--- config.mk ---
export PLATFORM = sky130hd
export DESIGN_NAME = pixel_bus_writer
export DESIGN_NICKNAME = d
export VERILOG_FILES = /design/src/rtl/pixel_bus_writer.sv
export SDC_FILE = /design/constraint.sdc
export NUM_CORES = 1
export LEC_CHECK = 0
export ABC_AREA = 1
export CORE_UTILIZATION = 47
export CTS_CLUSTER_DIAMETER = 150
export CTS_CLUSTER_SIZE = 14
export DETAILED_ROUTE_END_ITERATION = 8
export DONT_BUFFER_PORTS = 1
export HOLD_SLACK_MARGIN = 0.02
export PLACE_DENSITY_LB_ADDON = 0.15
export SLEW_MARGIN = 10
export SYNTH_ARGS = -nofsm -noshare
export SYNTH_HDL_FRONTEND = slang
export SYNTH_SLANG_ARGS = --single-unit
--- constraint.sdc ---
create_clock -name clk -period 7.7 [get_ports clk]
set_clock_uncertainty 0.1 [all_clocks]
set_input_delay 0.385 -clock clk [delete_from_list [all_inputs] [get_ports clk]]
set_output_delay 0.385 -clock clk [all_outputs]
set_load 0.01 [all_outputs]
--- src/rtl/pixel_bus_writer.sv ---
// pixel_bus_writer: buffers the Mandelbrot engine's pixel write stream in a
// small FIFO and drains it as an Avalon-MM style write master into the frame
// buffer. Pixel index becomes byte address (BASE_ADDR + index*4) and the 24-bit
// RGB is zero-padded to 32 bits. pix_buswait is registered FIFO back-pressure.
// Optional statistics counters: define PIXEL_WRITER_STATS_EN to add stat_beats
// and stat_stall.
module pixel_bus_writer #(
    parameter int          DEPTH     = 8,
    parameter logic [31:0] BASE_ADDR = 32'h0800_0000,
    parameter int          AF_MARGIN = 2,
    localparam int         CW        = $clog2(DEPTH) + 1
) (
    input  logic          clk,
    input  logic          n_rst,
    input  logic          pix_wen,
    input  logic [31:0]   pix_addr,
    input  logic [23:0]   pix_rgb,
    output logic          pix_buswait,
    output logic [31:0]   avm_address,
    output logic [31:0]   avm_writedata,
    output logic [3:0]    avm_byteenable,
    output logic          avm_write,
    input  logic          avm_waitrequest,
    output logic [CW-1:0] fifo_count,
    output logic          overflow
`ifdef PIXEL_WRITER_STATS_EN
    ,
    output logic [31:0]   stat_beats,
    output logic [31:0]   stat_stall
`endif
);

    localparam int AW = $clog2(DEPTH);

    localparam logic ST_IDLE  = 1'b0;
    localparam logic ST_WRITE = 1'b1;

    // FIFO storage and bookkeeping
    logic [55:0]   r_mem [DEPTH];
    logic [AW-1:0] r_wr_ptr;
    logic [AW-1:0] r_rd_ptr;
    logic [CW-1:0] r_count;
    logic          r_buswait;
    logic          r_overflow;

    // Bus master state
    logic          r_state;
    logic          r_write;
    logic [31:0]   r_address;
    logic [31:0]   r_writedata;

    logic          w_pop;
    logic          w_push;
    logic [CW-1:0] w_count_nxt;
    logic [55:0]   w_head;
    logic [31:0]   w_head_addr;
    logic [23:0]   w_head_rgb;

    // Pop whenever data is waiting and the output register is free: either idle
    // or the current beat completes on this edge.
    assign w_pop       = (r_count != '0) && ((r_state == ST_IDLE) || !avm_waitrequest);
    // A full FIFO can still accept when the same edge frees a slot.
    assign w_push      = pix_wen && ((r_count != CW'(DEPTH)) || w_pop);
    assign w_count_nxt = r_count + CW'(w_push) - CW'(w_pop);
    assign w_head      = r_mem[r_rd_ptr];
    assign w_head_addr = w_head[55:24];
    assign w_head_rgb  = w_head[23:0];

    // FIFO data array; slot contents are qualified by the pointers
    // NOTE: the storage array is deliberately not reset -- stale slots are never
    // read because r_count gates every pop, and leaving it unreset lets it map to RAM.
    always_ff @(posedge clk) begin
        if (w_push) begin
            r_mem[r_wr_ptr] <= {pix_addr, pix_rgb};
        end
    end

    // FIFO pointers, occupancy, back-pressure and sticky overflow flag
    // NOTE: all state is updated with non-blocking assignments so every register
    // sees the pre-edge values of the others, as the hardware does.
    always_ff @(posedge clk) begin
        if (n_rst) begin
            r_wr_ptr   <= '0;
            r_rd_ptr   <= '0;
            r_count    <= '0;
            r_buswait  <= 1'b0;
            r_overflow <= 1'b0;
        end else begin
            if (w_push) begin
                r_wr_ptr <= r_wr_ptr + AW'(1);
            end
            if (w_pop) begin
                r_rd_ptr <= r_rd_ptr + AW'(1);
            end
            r_count   <= w_count_nxt;
            r_buswait <= (w_count_nxt >= CW'(DEPTH - AF_MARGIN));
            if (pix_wen && !w_push) begin
                r_overflow <= 1'b1;
            end
        end
    end

    // IDLE/WRITE bus master: load output registers on pop, hold while stalled
    always_ff @(posedge clk) begin
        if (n_rst) begin
            r_state     <= ST_IDLE;
            r_write     <= 1'b0;
            r_address   <= '0;
            r_writedata <= '0;
        end else if (w_pop) begin
            r_state     <= ST_WRITE;
            r_write     <= 1'b1;
            r_address   <= BASE_ADDR + (w_head_addr << 2);
            r_writedata <= {8'h00, w_head_rgb};
        end else if ((r_state == ST_WRITE) && !avm_waitrequest) begin
            r_state <= ST_IDLE;
            r_write <= 1'b0;
        end
    end

`ifdef PIXEL_WRITER_STATS_EN
    logic [31:0] r_stat_beats;
    logic [31:0] r_stat_stall;

    // Completed-beat and stall-cycle counters, wrapping at 2^32
    always_ff @(posedge clk) begin
        if (n_rst) begin
            r_stat_beats <= '0;
            r_stat_stall <= '0;
        end else if (r_write) begin
            if (avm_waitrequest) begin
                r_stat_stall <= r_stat_stall + 32'd1;
            end else begin
                r_stat_beats <= r_stat_beats + 32'd1;
            end
        end
    end

    assign stat_beats = r_stat_beats;
    assign stat_stall = r_stat_stall;
`endif

    assign pix_buswait    = r_buswait;
    assign avm_address    = r_address;
    assign avm_writedata  = r_writedata;
    assign avm_byteenable = 4'hF;
    assign avm_write      = r_write;
    assign fifo_count     = r_count;
    assign overflow       = r_overflow;

endmodule

==> impl_summary.md, run 1 <==
Layout
After filler insertion, the fill cell instance count of the layout stands at 3375. The most common cell after layout, fill and taps aside is sky130_fd_sc_hd__edfxtp_1. The library cells used most frequently in the layout, excluding fill and tap cells, are sky130_fd_sc_hd__edfxtp_1 (432), sky130_fd_sc_hd__o21ai_0 (224), sky130_fd_sc_hd__nor2_1 (217), sky130_fd_sc_hd__nand2_1 (86), sky130_fd_sc_hd__o21ai_1 (80). In the final layout, the share of cells above drive strength 1 is 0.0554. The post-route non-filler standard cell count is 2064. The layout-stage area growth over the synthesis result is 10.3%. The final layout contains 1571 nets. Summing all non-filler instances in the final layout gives an area of 0.0213 mm2.

Die
From left edge to right edge, the die measures between 200 and 250 um. The count of standard-cell rows is 73. The floorplan step defined a core boundary enclosing about 0.04 mm2.

For this configuration, the core starts out at a cell density of 0.481. The total die area is 0.0420 mm2. The number of placed I/O pins is 135.

The vertical die dimension is 205 um.

Yosys
The area share of the largest cell type after synthesis is 0.671. Summed over all instances, the cell type with the most area after synthesis is sky130_fd_sc_hd__edfxtp_1. The post-synthesis area per instance is 13.0 um2. Yosys attributes the largest share of cell area to sky130_fd_sc_hd__edfxtp_1 (67%), sky130_fd_sc_hd__dfxtp_1 (7.2%), sky130_fd_sc_hd__o21ai_0 (5.8%).

The number of flip-flops and latches in the synthesized netlist is 502. Synthesis handed over a netlist of 1489 instances. Summing every instance area after synthesis gives 0.0193 mm2.

The number of warnings issued by yosys is 0. The sequential share of the synthesized area is 0.743. The distinct cell type count of the synthesized netlist is 31.

Setup path
The endpoint required time on the critical path is 8.09 ns. The endpoint class of the critical path is a flop. The peak fanout along the critical path is 96.

The category of the worst setup path launch point is a flop. The worst setup path category is reg2reg. For the worst setup path, the data arrival time is roughly 3.7 ns.

STA
In the final timing run, aggregate negative setup slack is 0 ns. The post-layout minimum cycle time is 3.33 ns. The maximum achievable frequency is 0.300 GHz. The number of failing setup endpoints in the final timing report is 0. The number of pins exceeding their max-slew limit in the final report is 0.

The number of hold violations in the final report is 0. Setup repair after global routing left no endpoint under its margin. The ratio of final minimum period to clock period is 0.433. The transition at the pin with the smallest max-transition slack is 1.07 ns. The worst hold slack across all endpoints is 0.359 ns. The remaining max-slew budget at the tightest pin is 0.287.

Power
The switching power share of the total is 0.336. The fraction of power consumed by combinational cells is 0.253. In this run the power density over the cells is between 300 and 400 mW/mm2. The total internal power is 4.81 mW.

Across the VDD grid, the largest voltage drop is 0.188 mV. In this run the static leakage power is 7.11 nW. The post-route total power is 7.24 mW. The sequential power share is 0.475. The net switching power is ~2.4 mW. The clock group share of total power is 0.273.

CTS
The later pin in the worst-skew pair is clocked with a latency of 0.56 ns. Clock-pin slew was measured on the worst setup and hold paths at 0.07 ns. The TritonCTS clock tree is yes. The cell at the root of the clock tree is sky130_fd_sc_hd__clkbuf_16.

The H-tree level count is 2. In this run the deepest clock path goes through 3 buffers. The number of sinks handled by clock tree synthesis is 502. The clock buffer count from CTS is between 40 and 50.

Global route
The number of antenna violations at the first check in global routing is 5. The total routing usage reported by global routing is 0.206. The via count of the first global-routing pass was 11000. The first global-routing pass estimated 65.2 mm of wire. The global-route congestion overflow total is 0. Entering global routing, the biggest net connects 122 pins.

Min path
In this run the most critical hold path is launched from r_rd_ptr[2]$_SDFFE_PP0N_. The path class of the tightest hold or removal check is reg2reg.

Flow run
The max-capacitance violation count is 0.

Detailed routing
The routed layout has between 10000 and 15000 vias. The post-detailed-route via-to-cell ratio is 5.53. The number of nets with antenna violations after detailed routing is 0. The DRC violations left is 0. After detailed routing, the total wire length is 42.6 mm. The first detailed-routing pass ran for 7 iterations. After detailed routing, the average wire length per cell comes to 20.6 um.

The iteration-0 DRC count of the detailed router is approximately 900.

Status
The run finished with clean final reports.

Place
Summed over all nets, the half-perimeter wirelength after detailed placement is between 15 and 20 mm. After detailed placement, the total cell area comes to 0.0195 mm2. The number of cells in the design after placement is 1927. At the end of routability-driven placement, the weighted congestion stood at approximately 0.75.

In this run the tool buffered the top-level ports with 0 buffer cells.
==> cells in the mapped netlist <==
library cell               instances
sky130_fd_sc_hd__edfxtp_1        432
sky130_fd_sc_hd__nor2_1          225
sky130_fd_sc_hd__o21ai_0         224
sky130_fd_sc_hd__nand2_1          86
sky130_fd_sc_hd__o21ai_1          80
sky130_fd_sc_hd__dfxtp_1          70
sky130_fd_sc_hd__a21oi_1          57
sky130_fd_sc_hd__inv_1            51
sky130_fd_sc_hd__o221ai_1         49
sky130_fd_sc_hd__o22ai_1          49
sky130_fd_sc_hd__clkbuf_1         41
sky130_fd_sc_hd__nand3_1          26
sky130_fd_sc_hd__buf_4            25
sky130_fd_sc_hd__buf_2            24
sky130_fd_sc_hd__buf_6            16
sky130_fd_sc_hd__ha_1              8
sky130_fd_sc_hd__clkbuf_2          6
sky130_fd_sc_hd__nand2_2           3
sky130_fd_sc_hd__buf_1             2
sky130_fd_sc_hd__conb_1            2
sky130_fd_sc_hd__inv_2             2
sky130_fd_sc_hd__nand3_2           2
sky130_fd_sc_hd__buf_12            1
sky130_fd_sc_hd__fa_1              1
sky130_fd_sc_hd__inv_4             1
sky130_fd_sc_hd__inv_8             1
sky130_fd_sc_hd__nor2_2            1
sky130_fd_sc_hd__o211ai_1          1
sky130_fd_sc_hd__o21a_1            1
sky130_fd_sc_hd__o21ai_2           1
sky130_fd_sc_hd__xnor2_1           1
==> worst paths after layout <==
path	depth (start not counted)	end	slack, ns
max	6	avm_writedata[5]$_SDFFE_PP0N_	4.37
min	2	flop	0.36
max reg2reg	6	avm_writedata[5]$_SDFFE_PP0N_	4.37
min reg2reg	2	flop	0.36
==> state kept, by name, indices dropped and copies added (netlist names), named ones only <==
signal,count
fifo_count,4
avm_write,1
pix_buswait,1
avm_writedata,24
r_mem,432
r_wr_ptr,3
r_rd_ptr,3
overflow,1
avm_address,30
==> layer usage <==
layer	vias up	share of wire	track usage
li1	5456	-	-
met1	5616	0.46	0.287
met2	281	0.47	0.332
met3	55	0.051	0.0350
met4	2	0.017	0.0626
met5	-	0.00026	0
==> stage by stage <==
step                utilization  worst slack, ns
floorplan                     -             3.67
global placement          0.486             4.44
detailed placement        0.486             4.38
CTS                       0.530             4.37
global route              0.531             4.07
finish                    0.531             4.37
==> worst max-delay path, cell delays in order (launching register included) <==
cell and delay (ns):
sky130_fd_sc_hd__dfxtp_4 0.60, sky130_fd_sc_hd__buf_4 0.81, sky130_fd_sc_hd__buf_4 0.88, sky130_fd_sc_hd__o21ai_0 0.21, sky130_fd_sc_hd__o221ai_1 0.24, sky130_fd_sc_hd__o21ai_1 0.19, sky130_fd_sc_hd__a21oi_1 0.19
==> power by group through the flow <==
| stage | combinational, mW | sequential, mW | clock, mW |
|---|---|---|---|
| floorplan | 1.50 | 3.42 | 0 |
| finish | 1.83 | 3.44 | 1.97 |
| global route | 2.09 | 3.47 | 2.12 |
| global placement | 1.77 | 3.50 | 0 |
| CTS | 1.86 | 3.45 | 2.02 |
| detailed placement | 1.80 | 3.51 | 0 |
==> area by class of cell <==
cell class	instances	area (um2)	share of cell area
sequential	502	14400	0.674
clock inverter	1	8.76	0.000411
clock buffer	75	1210	0.0566
antenna	4	10.0	0.000469
inverter	55	219	0.0103
timing repair buffer	73	691	0.0324
multi-input combinational	829	4150	0.195
tap	525	657	0.0308
==> what timing repair did <==
item | CTS | global route
hold buffers | 57 | 0
resized for setup | 0 | 0
endpoints found under the hold margin | 443 | 0
setup buffers | 0 | 0
==> kinds of logic after synthesis <==
family / after synthesis / synth area share
DFF: 502 / 0.743
xor gates and xnor gates: 1 / 0.000453
other: 2 / 0.000388
AOI/OAI and AO/OA: 462 / 0.133
adders and majority gates: 9 / 0.00621
and+or+nand+nor: 343 / 0.0694
buffers and inverters: 170 / 0.0474
Power figures use the tool's default switching activity.
==> run 2: changes to the inputs <==
==> constraint.sdc (replaced) <==
create_clock -name clk -period 3.3 [get_ports clk]
set_clock_uncertainty 0.1 [all_clocks]
set_input_delay 0.165 -clock clk [delete_from_list [all_inputs] [get_ports clk]]
set_output_delay 0.165 -clock clk [all_outputs]
set_load 0.01 [all_outputs]
==> run 2 against run 1 <==
  * Global-route usage is 0.16 points lower
  * Flip-flop and latch count stayed put
  * Routed wire length is 0.44% lower
  * Maximum frequency is 14% higher
  * Cell count is 0.63% higher
  * Critical path depth is 8 higher
  * Register-to-register slack worse by 4.0 ns
  * Combinational power is 140% higher
  * Sequential power is 130% higher
  * Core utilization is 0.53 points higher
  * Worst hold slack worse by 0.23 ns
  * Clock-buffer cell count is 1 lower
  * Largest power group unchanged
==> impl_summary.md, run 2 (same netlist as run 1, synthesis figures left out) <==
Status
The flow ran to the end, and the final reports show no timing, DRC or antenna violations.

Setup path
The most prevalent standard cell on the critical path is sky130_fd_sc_hd__nand2_1. The category of the worst setup path launch point is a flop. Following the worst setup path forward leads to its endpoint at fifo_count[1]$_SDFF_PP0_.

The maximum cell stage delay along the critical path is 0.56 ns (-0.32 ns). The cell family contributing the most delay on the critical path is buffers and inverters. The peak fanout along the critical path is 6 (-94%). The number of buffer and inverter instances along the worst setup path is 4 (+2). The critical register-to-register path startpoint is fifo_count[2]$_SDFF_PP0_.

The signal on the critical path passes through inv_1 > ha_1 > nand2_1 > nand2_1 > nand3_1 > nand2_1 > inv_1 > nand2_1 > nand2_1 > ha_1 > fa_1 > inv_1 > nor2_1 > dlygate4sd3_1. The critical path startpoint is fifo_count[2]$_SDFF_PP0_. The number of cells on the critical path is 14 (+8).

The endpoint required time on the critical path is 3.64 ns (-4.45 ns). The slowest stage of the critical path is the sky130_fd_sc_hd__dlygate4sd3_1 cell. The length in cells of the worst reg-to-reg path was 14 (+8). The endpoint identified for the worst register-to-register timing path is fifo_count[1]$_SDFF_PP0_. The endpoint class of the critical path is a flop.

The flop-to-flop setup slack is 0.37 ns (-4.00 ns). The worst endpoint data arrival time is 3.27 ns (-0.45 ns). The worst setup path category is reg2reg.

Detailed routing
The DRC violations left is 0 (unchanged). The length of the first detailed-routing pass in iterations is 5 (-2). The post-detailed-route via-to-cell ratio came to 5.51 (-0.36%).

The total wire length came to 42.4 mm (-0.44%). The average wire per cell in the routed design is 20.4 um (-1.1%). The number of nets with antenna violations after detailed routing is 0 (unchanged).

The iteration-0 DRC count of the detailed router was 931 (+5.6%). The total via count in the routed design was 11400 (+0.26%).

Layout
The most flop-heavy register is r_mem. The final instance area is 0.0215 mm2 (+1.0%). The post-route core utilization is 0.536 (+0.00532). The layout-stage area growth over the synthesis result is 11.4%. The number of flip-flops under the largest register name was 432 (unchanged). The library cells used most frequently in the layout, excluding fill and tap cells, are sky130_fd_sc_hd__edfxtp_1 (432), sky130_fd_sc_hd__o21ai_0 (224), sky130_fd_sc_hd__nor2_1 (217), sky130_fd_sc_hd__nand2_1 (86), sky130_fd_sc_hd__o21ai_1 (80). The number of nets in the final layout was 1585 (+0.89%).

The number of fill cells is 3374 (-0.030%). The most common cell after layout, fill and taps aside is sky130_fd_sc_hd__edfxtp_1. The proportion of layout cells with a drive suffix above 1 is 0.0627 (+0.00729).

Die
The count of standard-cell rows is 73 (unchanged). The number of placed I/O pins is 135 (unchanged). The vertical die dimension is 205 um (unchanged).

The total die area is 0.0420 mm2 (unchanged). The floorplan die width came to 205 um (unchanged). The initial cell density of the core is 0.481 (unchanged).

The core box area came to 0.0402 mm2 (unchanged).

Global route
The met3 track demand over resource is 0.0318 (-0.00318). The first-pass GRT wire length is 65.1 mm (-0.19%). The met1 layer usage reported by global route is 0.290 (+0.00345).

The maximum number of pins on one net before global-route repair came to 106 (-13%). The total routing usage reported by global routing is 0.205 (-0.00157). The met2 track demand over resource in global routing is 0.326 (-0.00603). The number of antenna violations at the first check in global routing is 6 (+1).

The via count of the first global-routing pass is 11200 (+2.3%). The global-route congestion overflow total is 0 (unchanged). The most utilized layer in the global route result is met2.

STA
The maximum achievable frequency is 0.341 GHz (+14%). The remaining max-slew budget at the tightest pin came to 0.342 (+0.0553). The number of hold violations in the final report is 0 (unchanged). The post-layout minimum cycle time is 2.93 ns (-0.404 ns). The ratio of final minimum period to clock period is 0.888 (+0.455).

Setup repair after global routing left no endpoint under its margin. The transition at the pin with the smallest max-transition slack was 0.985 ns (-0.0829 ns). The number of pins exceeding their max-slew limit in the final report is 0 (unchanged).

The number of failing setup endpoints in the final timing report is 0 (unchanged).

CTS
The number of sinks handled by clock tree synthesis is 502 (unchanged). Clock tree synthesis selected as its root buffer the cell sky130_fd_sc_hd__clkbuf_16. The deepest clock path buffer count is 3 (unchanged). The clock buffer count from CTS is 41 (unchanged).

The H-tree level count is 2 (unchanged). The number of buffers added for setup after CTS is 0 (unchanged). The clock transition time at the flip-flop clock pins of the worst setup and hold paths came to 0.07 ns (about the same). The worst-skew pair later-pin latency came to 0.56 ns (about the same). TritonCTS built the clock tree.

Flow run
The max-capacitance violation count came to 0 (unchanged).

Place
The cell area after placement is 0.0198 mm2 (+1.1%). The number of port buffers came to 0 (unchanged). The post-DP HPWL was 21.6 mm (+8.6%). The routability congestion estimate from global placement came to 0.720 (-3.6%).

Power
The cell area power density came to 788 mW/mm2 (+130%). The leakage power is 7.21 nW (+1.4%). The worst IR drop on VDD is 0.610 mV (+220%).

Min path
The path class of the tightest hold or removal check is in2reg. The number of cells traversed by the worst hold path is 3 (+1).
run 2: changes by cell type in the layout (fill, tap and decap cells not counted), sizes merged:
cell	previous run	this run
inv	56	54
dlygate4sd3	57	58
buf	16	29
clkinv	0	2
clkbuf	75	74
run 2: layout make-up:
| class | count | area [um2] | area share |
|---|---|---|---|
| inverter | 55 | 218 | 0.0101 |
| clock inverter | 1 | 16.3 | 0.000755 |
| multi-input combinational | 829 | 4150 | 0.193 |
| tap | 525 | 657 | 0.0305 |
| sequential | 502 | 14400 | 0.668 |
| clock buffer | 74 | 1180 | 0.0548 |
| timing repair buffer | 87 | 923 | 0.0429 |
| antenna | 4 | 10.0 | 0.000465 |
run 2: per-layer routing:
metal,share of wire,wire length (um)
met5,0.00052,22
met4,0.019,800
met3,0.046,1970
met2,0.46,19600
met1,0.47,19900
run 2: worst reg2reg max path, stage by stage (launching register included):
cell and delay, ns:
sky130_fd_sc_hd__dfxtp_1 0.34, sky130_fd_sc_hd__inv_1 0.11, sky130_fd_sc_hd__ha_1 0.15, sky130_fd_sc_hd__nand2_1 0.05, sky130_fd_sc_hd__nand2_1 0.19, sky130_fd_sc_hd__nand3_1 0.13, sky130_fd_sc_hd__nand2_1 0.17, sky130_fd_sc_hd__inv_1 0.11
sky130_fd_sc_hd__nand2_1 0.07, sky130_fd_sc_hd__nand2_1 0.05, sky130_fd_sc_hd__ha_1 0.21, sky130_fd_sc_hd__fa_1 0.48, sky130_fd_sc_hd__inv_1 0.07, sky130_fd_sc_hd__nor2_1 0.03, sky130_fd_sc_hd__dlygate4sd3_1 0.56
run 2: metrics by stage:
step	power, mW	hold WS [ns]	setup WS, ns	TNS, ns	instances
4_1_cts	17.1	0.103	0.334	0	2073
2_1_floorplan	11.5	0.164	-0.730	-157.68	1501
3_3_place_gp	12.4	0.137	0.626	0	1940
6_report	17.0	0.126	0.371	0	2077
3_5_place_dp	12.5	0.141	0.596	0	1940
5_1_grt	18.0	0.172	0.0284	0	2075
run 2: worst min-delay path by stage:
stage | from | end | slack, ns
2_1_floorplan | pix_rgb[0] | r_mem[0][0]$_DFFE_PP_ | 0.16
3_3_place_gp | n_rst | r_wr_ptr[0]$_SDFFE_PP0P_ | 0.14
3_5_place_dp | n_rst | fifo_count[1]$_SDFF_PP0_ | 0.14
4_1_cts | n_rst | avm_write$_SDFFE_PP0P_ | 0.10
5_1_grt | n_rst | r_wr_ptr[2]$_SDFFE_PP0P_ | 0.17
6_report | n_rst | avm_write$_SDFFE_PP0P_ | 0.13
run 2: timing repair:
item | 4_1_cts | 5_1_grt
hold buffers | 58 | 0
hold endpoints to repair | 446 | 0
gates resized for setup | 0 | 0
endpoints found under the setup margin | 0 | 0
run 2: report_power, final:
group / switching (mW) / total (mW) / internal [mW] / leakage [nW]
combinational: 3.10 / 4.45 / 1.35 / 2.13
sequential: 0.474 / 7.98 / 7.50 / 4.51
clock: 2.13 / 4.55 / 2.42 / 0.568
